## src/rtl/aha_clk_div_pkg.sv

```systemverilog
// Shared types and width helpers for the glitch-free clock-enable divider switch.
package aha_clk_div_pkg;

  typedef enum logic {
    ST_IDLE    = 1'b0,
    ST_PENDING = 1'b1
  } sw_state_e;

  function automatic int cnt_width(input int n_div);
    return n_div - 1;
  endfunction

  function automatic int sel_width(input int n_div);
    return $clog2(n_div + 1);
  endfunction

endpackage

```

## src/rtl/aha_clk_div_pulse_gen.sv

```systemverilog
// Free-running counter plus registered DIV_EN decode for ratio 2^CUR_SEL.
// An index at or above N_DIV (halt) suppresses DIV_EN while the counter keeps running.
module aha_clk_div_pulse_gen #(
  parameter int N_DIV = 4,
  parameter int CNT_W = 3,
  parameter int SEL_W = 3
) (
  input  logic             CLK,
  input  logic             RESET,
  input  logic [SEL_W-1:0] CUR_SEL,
  output logic             CNT_MAX,
  output logic             DIV_EN
);

  logic [CNT_W-1:0] cnt_q, cnt_d;
  logic             div_en_q, div_en_d;

  assign cnt_d = cnt_q + CNT_W'(1);

  // Fire when every counter bit below CUR_SEL is set; ratio 1 checks no bits.
  always_comb begin
    div_en_d = 1'b1;
    for (int i = 0; i < CNT_W; i++) begin
      if ((SEL_W'(i) < CUR_SEL) && !cnt_q[i]) div_en_d = 1'b0;
    end
    if (CUR_SEL >= SEL_W'(N_DIV)) div_en_d = 1'b0;
  end

  always_ff @(posedge CLK) begin
    if (RESET) begin
      cnt_q    <= '0;
      div_en_q <= 1'b0;
    end else begin
      cnt_q    <= cnt_d;
      div_en_q <= div_en_d;
    end
  end

  assign CNT_MAX = &cnt_q;
  assign DIV_EN  = div_en_q;

endmodule

```

## src/rtl/aha_clk_div_switch.sv

```systemverilog
// Clock-enable divider whose ratio changes only at the counter wrap, where all ratios align.
// Define AHA_CLK_DIV_SWITCH_HALT_EN to accept SELECT==N_DIV as a halt request.
module aha_clk_div_switch
  import aha_clk_div_pkg::*;
#(
  parameter int  N_DIV = 4,
  localparam int CNT_W = cnt_width(N_DIV),
  localparam int SEL_W = sel_width(N_DIV)
) (
  input  logic             CLK,
  input  logic             RESET,
  input  logic [SEL_W-1:0] SELECT,
  input  logic             SEL_REQ,
  output logic             SEL_BUSY,
  output logic             SEL_ACK,
  output logic             SEL_ERR,
  output logic [SEL_W-1:0] CUR_SEL,
  output logic             DIV_EN,
  output logic             DBG_STATE
);

  sw_state_e        state_q, state_d;
  logic [SEL_W-1:0] pend_sel_q, pend_sel_d;
  logic [SEL_W-1:0] cur_sel_q, cur_sel_d;
  logic             ack_q, ack_d;
  logic             err_q, err_d;
  logic             cnt_max;
  logic             sel_legal;

`ifdef AHA_CLK_DIV_SWITCH_HALT_EN
  assign sel_legal = (SELECT <= SEL_W'(N_DIV));
`else
  assign sel_legal = (SELECT < SEL_W'(N_DIV));
`endif

  aha_clk_div_pulse_gen #(
    .N_DIV (N_DIV),
    .CNT_W (CNT_W),
    .SEL_W (SEL_W)
  ) u_pulse_gen (
    .CLK     (CLK),
    .RESET   (RESET),
    .CUR_SEL (cur_sel_q),
    .CNT_MAX (cnt_max),
    .DIV_EN  (DIV_EN)
  );

  // Requests are single-cycle strobes; one switch may be outstanding at a time.
  always_comb begin
    state_d    = state_q;
    pend_sel_d = pend_sel_q;
    cur_sel_d  = cur_sel_q;
    ack_d      = 1'b0;
    err_d      = 1'b0;
    case (state_q)
      ST_IDLE: begin
        if (SEL_REQ) begin
          if (sel_legal) begin
            state_d    = ST_PENDING;
            pend_sel_d = SELECT;
          end else begin
            err_d = 1'b1;
          end
        end
      end
      ST_PENDING: begin
        if (SEL_REQ) err_d = 1'b1;
        if (cnt_max) begin
          state_d   = ST_IDLE;
          cur_sel_d = pend_sel_q;
          ack_d     = 1'b1;
        end
      end
      default: state_d = ST_IDLE;
    endcase
  end

  always_ff @(posedge CLK) begin
    if (RESET) begin
      state_q    <= ST_IDLE;
      pend_sel_q <= '0;
      cur_sel_q  <= '0;
      ack_q      <= 1'b0;
      err_q      <= 1'b0;
    end else begin
      state_q    <= state_d;
      pend_sel_q <= pend_sel_d;
      cur_sel_q  <= cur_sel_d;
      ack_q      <= ack_d;
      err_q      <= err_d;
    end
  end

  assign SEL_BUSY  = (state_q == ST_PENDING);
  assign SEL_ACK   = ack_q;
  assign SEL_ERR   = err_q;
  assign CUR_SEL   = cur_sel_q;
  assign DBG_STATE = state_q;

endmodule

```

## config.mk

```make
export PLATFORM = sky130hd
export DESIGN_NAME = aha_clk_div_switch
export DESIGN_NICKNAME = d
export VERILOG_FILES = /design/src/rtl/aha_clk_div_pkg.sv /design/src/rtl/aha_clk_div_pulse_gen.sv /design/src/rtl/aha_clk_div_switch.sv
export SDC_FILE = /design/constraint.sdc
export NUM_CORES = 1
export LEC_CHECK = 0
export ABC_AREA = 1
export CORE_MARGIN = 3
export CORE_UTILIZATION = 39
export CTS_CLUSTER_SIZE = 24
export DETAILED_ROUTE_END_ITERATION = 12
export GPL_TIMING_DRIVEN = 0
export PLACE_DENSITY = 0.73
export SYNTH_ARGS = -nofsm -noshare
export SYNTH_HDL_FRONTEND = slang
export SYNTH_SLANG_ARGS = --single-unit
export TNS_END_PERCENT = 10
```

## constraint.sdc

```tcl
create_clock -name CLK -period 0.94 [get_ports CLK]
set_input_delay 0.188 -clock CLK [delete_from_list [all_inputs] [get_ports CLK]]
set_output_delay 0.188 -clock CLK [all_outputs]
set_load 0.02 [all_outputs]
```

==> run_results.csv <==
group,metric,value,unit
finish,final_common_cell,"nor2_1",
drt,vias,447,
grt,antenna_found_initial,0,
drt,drt_pass1_iterations,4,
floorplan,rows,12,
sta,tightestPinTransition,0.308,ns
sta,period_needed,1.05,ns
placed_design,globalplace.congestion,0.694,
finish,area_growth,42.4,%
drt,drc,0,
clocking,cts.path.max_buffers,2,
sta,slew_viol_final,0,
grt,grtUsageTotal,12.2,%
sta,fin_crit_sh,112,%
synthesis,ys_ff_latch,13,
synthesis,syn_inst,66,
finish,drive_gt1_share,28.9,%
setup_path,crit_top_cell,"buf_6",
grt,grt_pass1_vias,421,
power_and_ir_drop,power_density,1500,nW/um2
setup_path,critPathSlowestCell,"dfxtp_4",
hold_path,min_from,"RESET",
floorplan,die_h,42.1,um
grt,grt_max_degree,9,
clocking,worstSkewPairLatency,0.27,ns
sta,setup_viol,8,
setup_path,cp_top_family,"flip-flops",
finish,design_area,723,um2
setup_path,critical_path_buf_inv_count,2,
placed_design,io_buffers,12,
sta,whs,0.171,ns
synthesis,synthTopCellsByArea,"dfxtp_1 (51%), nand2_1 (10%), nor2_1 (10%)",
floorplan,core,1160,um2
clocking,cts_max_level,1,
clocking,clockRootBuffer,"clkbuf_4",
floorplan,io_pins,14,
power_and_ir_drop,ir_worst_vdd,0.000826,V
grt,grt_pass1_wl,1590,um
synthesis,yosys.area.top_type,"dfxtp_1",
sta,max_freq,0.953,GHz
setup_path,rr_startpoint,"DBG_STATE",
power_and_ir_drop,power,1.08,mW
synthesis,syn_avg_cell_area,7.70,um2
synthesis,yosysSeqAreaShare,51.2,%
clocking,cts_buffers,3,
placed_design,dp_cells,92,
drt,via_per_inst,4.61,
clocking,clk_pin_slew,0.08,ns
sta,rsz0062_at_grt,"true",
grt,grt.overflow.total,0,
run,cap_violations,0,
synthesis,syn_area,508,um2
floorplan,die_w,42.1,um
placed_design,pre_cts_ws,-0.331,ns
finish,layout.nets,92,
drt,wl,972,um
sta,fin_ws,-0.110,ns
clocking,hold_buffers,0,
setup_path,slowest_delay,0.37,ns
hold_path,hold_path_class,"in -> reg",
sta,hold_violations,0,
run_status,run_status,"finished with violations",
clocking,cts_tree,"done",
drt,antenna_left,0,
synthesis,synth.distinct_cells,14,
finish,fin_cells,97,
power_and_ir_drop,p_leak,0.301,nW
setup_path,cp_max_fo,5,
synthesis,yosysWarnings,0,
finish,antenna-diode-count,0,
sta,slew_headroom,79.4,%
placed_design,hpwl,690,um
run_status,violations,"setup timing",
drt,wire_per_inst,10.0,um
clocking,cts.sinks,13,
synthesis,synth_top_area_share,51.2,%
finish,final_cell_mix,"nor2_1 (14), nand2_1 (13), inv_1 (9)",
sta,fin_skew,0.00475,ns
drt,drt-initial-drc-count,4,
floorplan,die-area,1770,um2
setup_path,arrival,0.86,ns
placed_design,place_area,647,um2
setup_path,critical_path_class,"reg -> out",
setup_path,cp_data_required_time,0.75,ns
synthesis,synthesis.nets,74,
floorplan,initial_core_util,43.9,%
setup_path,cp_cell_sequence,"buf_6 > buf_6",
setup_path,start_kind,"register",
setup_path,critPathLaunch,"DBG_STATE",
setup_path,crit_path_end_kind,"output port",
registers in the layout, summed over array words and instances (netlist names):
name                count
CUR_SEL                 3
pend_sel_q              3
u_pulse_gen.cnt_q       3
DBG_STATE               1
SEL_ACK                 1
SEL_ERR                 1
u_pulse_gen.DIV_EN      1
stage by stage:
stage               setup TNS (ns)  util, %
floorplan                  -0.0166        -
global placement             -2.76     56.0
detailed placement           -2.94     56.0
CTS                         -0.308     61.0
global route                 -1.01     62.6
finish                      -0.253     62.6
path summary, 6_finish.rpt:
kind | to | depth (start not counted) | slack (ns)
min | u_pulse_gen.cnt_q[2] | 2 | 0.17
min reg2reg | pend_sel_q[2] | 2 | 0.45
max | SEL_BUSY | 2 | -0.11
max reg2reg | pend_sel_q[0] | 4 | -0.02
worst reg2reg max path: cells and delay by family, from the launching register on:
family        cells  cell delay, ns
flops             1            0.37
simple gates      4            0.49
routing by layer:
layer | wire, um | part of all wire [%] | track usage (%)
met5 | 0 | 0 | 0
met4 | 23 | 2.4 | 7.45
met3 | 66 | 6.8 | 5.15
met2 | 450 | 46 | 19.4
met1 | 430 | 44 | 13.2
area by class of cell:
cell class | instances | area (um2)
repair buffers | 13 | 128
clock buffers | 4 | 26.3
flip-flops and latches | 13 | 273
plain buffers | 2 | 16.3
inverters | 9 | 33.8
fillers | 116 | 433
multi-input cells | 42 | 229
well taps | 14 | 17.5
repair_timing:
| item | CTS | global route |
|---|---|---|
| buffers inserted | 1 | 0 |
| hold endpoints to repair | 0 | 0 |
| gates resized for setup | 51 | 6 |
| endpoints found under the setup margin | 12 | 16 |
| gates cloned | 0 | 0 |
synth_stat cells:
library cell and instances:
nand2_1 14, nor2_1 14, dfxtp_1 13, inv_1 9, a21oi_1 3, nor3_1 3, ha_1 2, nand3b_1 2
buf_2 1, buf_4 1, nand3_1 1, nor2_4 1, o21ai_0 1, o21ai_1 1
power breakdown:
group | total [mW] | switching [mW] | internal [mW]
Sequential | 0.603 | 0.0271 | 0.576
Clock | 0.337 | 0.173 | 0.164
Combinational | 0.144 | 0.0704 | 0.0740
logic make-up (layout without fill, tap and decap cells):
family | count (synthesis) | after routing | share of synthesized area (%)
AO/OA/AOI/OAI | 5 | 5 | 4.92
adder cells (fa/ha/maj) | 2 | 2 | 4.93
buffers and inverters | 11 | 28 | 9.11
flip-flops | 13 | 13 | 51.2
AND/OR/NAND/NOR | 35 | 35 | 29.8
Power figures use the tool's default switching activity.
==> variant: new RTL, same flow settings <==
Register the output `SEL_ERR` once more, without a reset; this adds one clock of latency there. The other outputs are not delayed to match.
--- a/src/rtl/aha_clk_div_switch.sv
+++ b/src/rtl/aha_clk_div_switch.sv
@@ -94,5 +94,7 @@
   assign SEL_BUSY  = (state_q == ST_PENDING);
   assign SEL_ACK   = ack_q;
-  assign SEL_ERR   = err_q;
+  always_ff @(posedge CLK) begin
+    SEL_ERR <= err_q;
+  end
   assign CUR_SEL   = cur_sel_q;
   assign DBG_STATE = state_q;
Check against the original RTL: not equivalent (a bounded check fails within 4 cycles, from zero or initial values and one cycle with RESET high).
==> variant against the original RTL <==
The run still ends with negative setup slack left; combinational power is essentially flat; setup slack lost 6.0 ps; synthesized area grew 3.0%; sequential cell count grew 1; wire length shrank 6.2%; via count shrank 1.6%; hold slack lost 5.3 ps; global-route usage shrank 0.47 points; sequential power grew 6.6%; power grew 12%; cell area grew 2.4%; critical endpoint unchanged.
==> variant: results (changes against the original RTL) <==
Post-DP HPWL - 658 um (-4.7%)
Area after DPL - 662 sq um (+2.3%)
met2 Use GR - 0.186 (-0.00882)
layout cell share with drive strength beyond 1 - 0.325 (+0.0361)
Post-synth top cells - nand2_1, dfxtp_1, nor2_1
count of final setup violators - 8 (unchanged)
wl on met1 - 426 um (-0.93%)
mux cell area share after synthesis - 0 (unchanged)
PnR worst setup slack - -116 ps (-5.97 ps)
violations in the final reports - negative setup slack
Max VDD drop - 1080 uV (+30%)
Total Routed Length - 912 um (-6.2%)
XOR/XNOR Fraction of Synth Area - 0 (unchanged)
worst r2r dst - CUR_SEL[1]$_SDFFE_PP0P_
# H-tree levels - 1 (unchanged)
Adder-Cell Fraction of Synth Area - 0.0478 (-0.00141)
status - finished with violations
GRT Overall Usage - 0.117 (-0.00467)
WL met2 - 404 um (-10%)
critical path's top delay family - flip-flops
met1 usage - 0.124 (-0.00812)
final estimated routing congestion in global placement - 0.754 (+8.7%)
met3 usage - 0.0773 (+0.0258)
Psw - 0.000280 W (+3.6%)
Cell variety after synth - 13 (-1)
setup slack, reg-to-reg - -40 ps (-20 ps)
Synth Area in Compound Gates - 0.0478 (-0.00141)
Endpoint, Worst Hold - SEL_ACK$_SDFF_PP0_
R2R cell count - 6 (+2)
dpl ws - -308 ps (+22.7 ps)
Comb power frac - 0.119 (-0.014)
first-pass GRT wire length - 1590 um (-0.38%)
top cells by area, synth - dfxtp_1, nand2_1, nor2_1
vias per cell - 4.54 (-1.6%)
Clock Skews - 10.7 ps (+5.97 ps)
post-synthesis sequential area ratio - 0.536 (+0.0236)
CP max FO - 4 (-1)
Clock Power - 0.000424 W (+26%)
Iter 0 DRT Violations - 10 (+6)
CP Data Arrival Time - 870 ps
DRC - 0 (unchanged)
number of global-route vias before repair - 407 (-3.3%)
worst hold slack - 166 ps (-5.25 ps)
fillcell total - 106 (-8.6%)
Hold Path Depth - 2 (unchanged)
Worst Setup EP - SEL_BUSY
-- variant: cell types whose count changed after synthesis, sizes merged --
cell	before	now
nand2	14	15
dfxtp	13	14
inv	9	8
nand3	1	0
-- variant: kinds of logic after synthesis --
kind of cell             after synthesis
AND/OR/NAND/NOR                       35
flip-flops                            14
buffers and inverters                 10
AO/OA/AOI/OAI                          5
adder cells (fa/ha/maj)                2
-- variant: area by class of cell --
class,count,share of cell area
sequential,14,0.395
multi-input combinational,42,0.297
timing repair buffer,13,0.172
clock buffer,4,0.0490
inverter,8,0.0405
tap,14,0.0236
buffer,2,0.0220
-- variant: timing repair --
action,CTS,global route
gates resized for setup,50,8
pin swaps,1,0
buffers inserted,1,0
setup endpoints to repair,11,16
-- variant: per-stage QoR --
step,setup TNS [ps],util,cells
4_1_cts,-253,0.607,97
2_1_floorplan,-4.02,-,66
3_5_place_dp,-2790,0.558,92
5_1_grt,-827,0.624,97
6_report,-309,0.624,97
3_3_place_gp,-2740,0.558,92
